`src/rtl/stream_frame_collector.sv`:
```
// Packs BEATS consecutive DATA_W-bit samples into one wide frame; io_flush closes a partial frame.
// Define STREAM_FRAME_COLLECTOR_THROTTLE_EN to add LFSR-driven pseudo-random input backpressure.
module stream_frame_collector #(
  parameter int unsigned DATA_W = 32,
  parameter int unsigned BEATS  = 4,
  parameter int unsigned CNT_W  = $clog2(BEATS + 1)
) (
  input  logic                    clk,
  input  logic                    reset,
  output logic                    io_in_ready,
  input  logic                    io_in_valid,
  input  logic [DATA_W-1:0]       io_in_bits,
  input  logic                    io_flush,
  input  logic                    io_out_ready,
  output logic                    io_out_valid,
  output logic [DATA_W*BEATS-1:0] io_out_bits,
  output logic [CNT_W-1:0]        io_out_count,
  output logic [15:0]             io_frame_count
);

  typedef enum logic [0:0] {StFill, StHold} state_e;

  state_e                  state_q, state_d;
  logic [CNT_W-1:0]        beat_cnt_q, beat_cnt_d;
  logic [CNT_W-1:0]        count_q, count_d;
  logic [DATA_W*BEATS-1:0] lanes_q, lanes_d;
  logic [15:0]             frames_q, frames_d;
  logic                    throttle_ok;
  logic                    in_fire;
  logic                    out_fire;

`ifdef STREAM_FRAME_COLLECTOR_THROTTLE_EN
  // x^8+x^6+x^5+x^4+1, shifting towards the MSB.
  logic [7:0] lfsr_q, lfsr_d;

  assign lfsr_d = {lfsr_q[6:0], lfsr_q[7] ^ lfsr_q[5] ^ lfsr_q[4] ^ lfsr_q[3]};

  always_ff @(posedge clk) begin
    if (reset) begin
      lfsr_q <= 8'hA5;
    end else begin
      lfsr_q <= lfsr_d;
    end
  end

  assign throttle_ok = lfsr_q[0];
`else
  assign throttle_ok = 1'b1;
`endif

  assign in_fire  = io_in_valid & io_in_ready;
  assign out_fire = io_out_valid & io_out_ready;

  always_ff @(posedge clk) begin
    if (reset) begin
      state_q    <= StFill;
      beat_cnt_q <= '0;
      count_q    <= '0;
      lanes_q    <= '0;
      frames_q   <= '0;
    end else begin
      state_q    <= state_d;
      beat_cnt_q <= beat_cnt_d;
      count_q    <= count_d;
      lanes_q    <= lanes_d;
      frames_q   <= frames_d;
    end
  end

  always_comb begin
    state_d    = state_q;
    beat_cnt_d = beat_cnt_q;
    count_d    = count_q;
    lanes_d    = lanes_q;
    frames_d   = frames_q;
    case (state_q)
      StFill: begin
        if (in_fire) begin
          lanes_d[DATA_W * 32'(beat_cnt_q) +: DATA_W] = io_in_bits;
          beat_cnt_d = beat_cnt_q + CNT_W'(1);
        end
        // A beat arriving with the flush is included in the closed frame.
        if ((in_fire && (beat_cnt_q == CNT_W'(BEATS - 1))) ||
            (io_flush && (in_fire || (beat_cnt_q != '0)))) begin
          state_d    = StHold;
          count_d    = in_fire ? beat_cnt_q + CNT_W'(1) : beat_cnt_q;
          beat_cnt_d = '0;
        end
      end
      StHold: begin
        if (out_fire) begin
          state_d    = StFill;
          frames_d   = frames_q + 16'd1;
          count_d    = '0;
          lanes_d    = '0;
          beat_cnt_d = '0;
          if (in_fire) begin
            lanes_d[DATA_W-1:0] = io_in_bits;
            beat_cnt_d          = CNT_W'(1);
          end
        end
      end
      default: state_d = StFill;
    endcase
  end

  always_comb begin
    io_out_valid   = (state_q == StHold);
    io_in_ready    = ((state_q == StFill) | io_out_ready) & throttle_ok;
    io_out_bits    = lanes_q;
    io_out_count   = count_q;
    io_frame_count = frames_q;
  end

endmodule

```
`config.mk`:
```
export PLATFORM = sky130hd
export DESIGN_NAME = stream_frame_collector
export DESIGN_NICKNAME = d
export VERILOG_FILES = /design/src/rtl/stream_frame_collector.sv
export SDC_FILE = /design/constraint.sdc
export NUM_CORES = 1
export LEC_CHECK = 0
export CAP_MARGIN = 30
export CORE_ASPECT_RATIO = 0.7
export CORE_UTILIZATION = 40
export DETAILED_ROUTE_END_ITERATION = 8
export PLACE_DENSITY = 0.75
export SLEW_MARGIN = 20
export SYNTH_ARGS = -nofsm -noshare
export SYNTH_HDL_FRONTEND = slang
export SYNTH_SLANG_ARGS = --single-unit
```
`constraint.sdc`:
```
create_clock -name clk -period 2.2 [get_ports clk]
set_clock_uncertainty 0.2 [all_clocks]
set_input_delay 0.66 -clock clk [delete_from_list [all_inputs] [get_ports clk]]
set_output_delay 0.66 -clock clk [all_outputs]
set_load 0.01 [all_outputs]
```
Yosys cells after proc, flatten, opt, wreduce, memory -nomap -nowiden. Index checks and enable logic that the tools add are counted.

Flip-flop bits (word level): 151. Word-level logic and storage cells: 42. Latch bits: 0. Output and inout bits: 149. Memories kept: 0. Memory bits (writable): 0. Bits of input ports: 37. Memory bits (read-only): 0.

Mux-type cells: 16. Reductions and logical operators: 8. Multipliers: 0. $lt $le $gt $ge: 0. Divide/modulo/power cells: 0. Bitwise operators: 4. Add/sub/neg operators: 3. Shift-type cells: 2. Eq/ne operators: 4.

Operators with widths (count): two-way mux 128 bit (2); case mux 128 bit (2 select lines) (1); bitwise mux 128 bit (1); variable shift 32 x 34 -> 128 bit, first input constant (1); variable part select 32 x 34 -> 128 bit (1); negator 8 -> 34 bit (1); two-way mux 32 bit (1); adder 16 x 1 -> 16 bit, second input constant (1); two-way mux 3 bit (5); case mux 3 bit (2 select lines) (2); AND reduction 2 bit (3); != test 2 bit, second input constant (2); adder 3 x 1 -> 3 bit, second input constant (1); == test 3 x 2 -> 1 bit, second input constant (1); two-way mux 1 bit (3); nonzero test 3 bit (1); bitwise AND 1 bit (2); logical AND 1 bit (2); logical OR 1 bit (2); != test 2 x 1 -> 1 bit, second input constant (1); case mux 1 bit (2 select lines) (1); NOT 1 bit (1); bitwise OR 1 bit (1).

Longest topological paths before layout.
Word-level depth: 8. Mapped depth: 9. Gate-level depth less buffers: 7.

Worst setup path after synthesis. Ideal clock, no wire load.

Kind: register to register. Start: reg beat_cnt_q[0]. End: reg lanes_q[10], in the netlist io_out_bits[10]. Setup time: 59 ps. Stages on the path, launching flop included: 9. Arrival: 2106 ps. Period minus slack after synthesis: 2365 ps. Data required time: 1941 ps. Buffers on the path: 1. Setup slack: -165 ps. Cells stage by stage: dfxtp_1 > inv_1 > ha_1 > ha_1 > nor3b_1 > a21oi_2 > nor3b_4 > buf_6 > a22o_1.

Longest elaborated chain between the ends: 5. Elaborated cells on any way between the ends: 6. Classes of those cells: add/sub: 1; shift: 2; mux: 3.

RTL lines: from (decl) (line 24) `logic [CNT_W-1:0] beat_cnt_q, beat_cnt_d;`; from (signal assigned) (line 63) `beat_cnt_q <= beat_cnt_d;`; negator 8 -> 34 bit * (line 79) `lanes_d[DATA_W * 32'(beat_cnt_q) +: DATA_W] = io_in_bits;`; variable part select 32 x 34 -> 128 bit / variable shift 32 x 34 -> 128 bit (equally long branches) (line 79); bitwise mux 128 bit * (line 79); two-way mux 128 bit * (line 78) `if (in_fire) begin`; case mux 128 bit (2 select lines) * (line 76) `case (state_q)`; to (signal assigned) (line 65) `lanes_q <= lanes_d;`; to (decl) (line 26) `logic [DATA_W*BEATS-1:0] lanes_q, lanes_d;`.

Every way passes the cells marked *; elsewhere a longest branch is shown, timed or not. The select of a mux whose other input is x is not followed. A chain may end at the register's enable or synchronous reset.

Worst setup path after layout.
Start: reg beat_cnt_q[1]. End: reg lanes_q[28], in the netlist io_out_bits[28].

The elaborated chain is that of the path after synthesis.

==> key figures <==
Status
  • Run status: complete, no violations

Timing
  • Final setup vio count: 0
  • Final period util: 99.0%
  • Slew Viols, Final: 0
  • Endpoints failing hold: 0
  • Setup TNS: 0 ps
  • WHS: 249 ps
  • Slew @ Worst Pin: 478 ps
  • RSZ-0062 raised after global routing: yes
  • Final critical-path setup slack: 22.0 ps
  • Maximum clock frequency: 459 MHz
  • Fin crit period: 2180 ps
  • Slew margin rel.: 68.1%

Logic synthesis
  • Synth cell types: 47
  • Mapped Nets: 625
  • Yosys warnings: 0
  • Cells after Synth: 581
  • Mapped Area: 5610 sq um
  • Post-synthesis sequential area ratio: 53.9%
  • Register bit total from synthesis: 151
  • Syn_area_per_cell: 9.66 sq um

Global routing
  • GR Util All Layers: 24.3%
  • Vias in the first global route: 5149
  • Largest net degree at the start of global routing: 45
  • Initial antenna violation count: 0
  • Overflow after GRT: 0
  • Global-route wire length before repair: 27100 um

Die
  • Chip width: 144 um
  • Core area: 13400 sq um
  • Die height: 101 um
  • Rows: 35
  • Die footprint: 14500 sq um
  • Initial Util: 41.9%
  • Io pins: 186

Worst hold path
  • Min-Delay Path Class: reg2reg
  • Hold Path Cell Cnt: 2

Route
  • Vias per inst: 5.37
  • Wire per inst: 18.4 um
  • Antenna-violating nets left: 0
  • Final WL: 18200 um
  • Pre-antenna DRT Iters: 5
  • DRC Markers: 0
  • Total number of vias: 5310
  • Initial DRC count: 311

Critical path
  • WP data required: 2360 ps
  • Critical Path AT: 2340 ps
  • Setup Crit Path Kind: reg2reg
  • Crit path launch type: register
  • R2R depth: 9
  • Critical Path End Type: register
  • Max FO, Critical Path: 7

Finish
  • Finished Core Util: 66.1%
  • N_diodes: 0
  • Final Non-Filler Cells: 989
  • Filler cell count: 1044
  • Area of the multi-input gates: 2340 sq um
  • Layout cells sized above 1: 14.4%
  • Nets: 835
  • Area delta synth->final: 57.7%
  • Final instance area: 8850 sq um
  • FF/Latch Area: 3030 sq um

Placement
  • Post-DP HPWL: 12100 um
  • Port Buffer Count: 185
  • Post-DP Area: 7860 sq um
  • Pre-CTS WS: -466 ps
  • Gp weighted congestion: 0.835
  • Placed cells: 948

Clocking
  • Clock Tree Buf Depth: 2
  • H-tree Lvls: 4
  • CTS sink count: 151
  • # hold bufs at CTS: 0
  • Worst-path clk slew: 70 ps
  • Worst-skew pair later-pin latency: 420 ps
  • Root Driver: clkbuf_16
  • Total CTS buffers: 17
  • CTS tree: built

Pwr
  • IR drop worst, VDD: 0.504 mV
  • Total power: 6.51 mW
  • Pwr dens: 736 nW/um^2
  • Leakage: 4.81 nW

Job
  • Maxcap violations: 0
[cell usage in the layout (no fill, tap or decap), types with 4 or more instances in the layout]
cell type and count:
dlygate4sd2_1 22, buf_12 10, clkbuf_16 20, a21oi_1 77
nor2_1 14, buf_4 39, a22o_1 64, inv_6 5
dfxtp_2 6, ha_1 5, nand4_1 4, nand2_1 75
dlymetal6s2s_1 85, o21ai_0 7, dfxtp_1 145, clkdlybuf4s50_1 76
nand3_1 71, xor2_1 10, buf_6 4
[path summary, 6_finish.rpt]
kind,start,to,slack (ps)
setup / recovery,beat_cnt_q[1],io_out_bits[28],20
hold / removal,io_out_bits[43],io_out_bits[43],250
setup reg to reg,beat_cnt_q[1],io_out_bits[28],20
hold reg to reg,io_out_bits[43],io_out_bits[43],250
[critical path: stages (launching register included)]
cell,delay [ps]
dfxtp_2,350
inv_4,40
ha_4,160
ha_4,260
nor3b_4,240
a21oi_2,100
nor3b_4,320
buf_12,160
clkbuf_16,150
a22o_1,140
[registers in the layout, indices dropped and copies added, names as in the netlist]
| name | flops |
|---|---|
| io_out_count | 3 |
| io_out_valid | 1 |
| beat_cnt_q | 3 |
| io_out_bits | 128 |
| io_frame_count | 16 |
[synthesized netlist by cell type, drive strengths merged]
cell | number | area [sq um]
and4 | 3 | 28.8
o21bai | 1 | 7.51
xnor2 | 1 | 8.76
ha | 7 | 87.6
nor2 | 17 | 63.8
xor2 | 10 | 87.6
a22o | 64 | 561
and3 | 4 | 30.0
a211oi | 2 | 27.5
a311oi | 1 | 15.0
or2 | 2 | 12.5
nor3b | 3 | 33.8
o2111a | 1 | 11.3
buf | 41 | 265
nor2b | 2 | 12.5
clkbuf | 8 | 31.3
a21oi | 78 | 394
nand4 | 5 | 46.3
a2111oi | 1 | 10.0
dfxtp | 151 | 3020
nand2 | 75 | 282
and2 | 2 | 12.5
or3 | 3 | 18.8
nand3 | 72 | 365
nor4b | 1 | 8.76
nor4 | 2 | 27.5
nor3 | 3 | 15.0
and4b | 2 | 20.0
inv | 6 | 22.5
nand2b | 2 | 12.5
a21o | 1 | 7.51
and3b | 2 | 17.5
o21ai | 7 | 35.0
mux2 | 1 | 11.3
[area by class of cell]
| class | count | share of cell area, % |
|---|---|---|
| sequential | 151 | 34.2 |
| inverter | 6 | 0.283 |
| timing repair buffer | 240 | 29.8 |
| clock buffer | 18 | 4.85 |
| clock inverter | 14 | 1.85 |
| multi-input combinational | 375 | 26.4 |
| tap | 185 | 2.62 |
[report_power, final]
| part | leakage (nW) | internal, mW | switching (mW) | total (mW) |
|---|---|---|---|---|
| sequential | 1.22 | 2.80 | 0.0377 | 2.84 |
| combinational | 3.31 | 0.382 | 0.377 | 0.759 |
| clock | 0.280 | 1.70 | 1.22 | 2.92 |
| total | 4.81 | 4.88 | 1.63 | 6.51 |
[metal layers]
metal	up-vias	GRT usage [%]	routed length [um]	share of wire, %
li1	2498	-	-	-
met1	2566	31.9	8310	46
met2	230	39.4	8320	46
met3	16	5.80	1370	7.5
met4	0	8.02	208	1.1
met5	-	0	0	0
[what timing repair did]
| item | CTS | global route |
|---|---|---|
| cloned | 0 | 4 |
| gates resized for setup | 34 | 96 |
| pin swaps | 2 | 9 |
| endpoints found under the setup margin | 47 | 188 |
| buffers inserted | 0 | 5 |
[cell families after synthesis]
family	count (synthesis)	synth area share, %
compound gates	156	19.0
flops	151	53.9
simple gates	200	17.9
buf+inv	55	5.68
mux	1	0.201
xor+xnor	11	1.72
fa+ha+maj	7	1.56
Power figures use the tool's default switching activity.
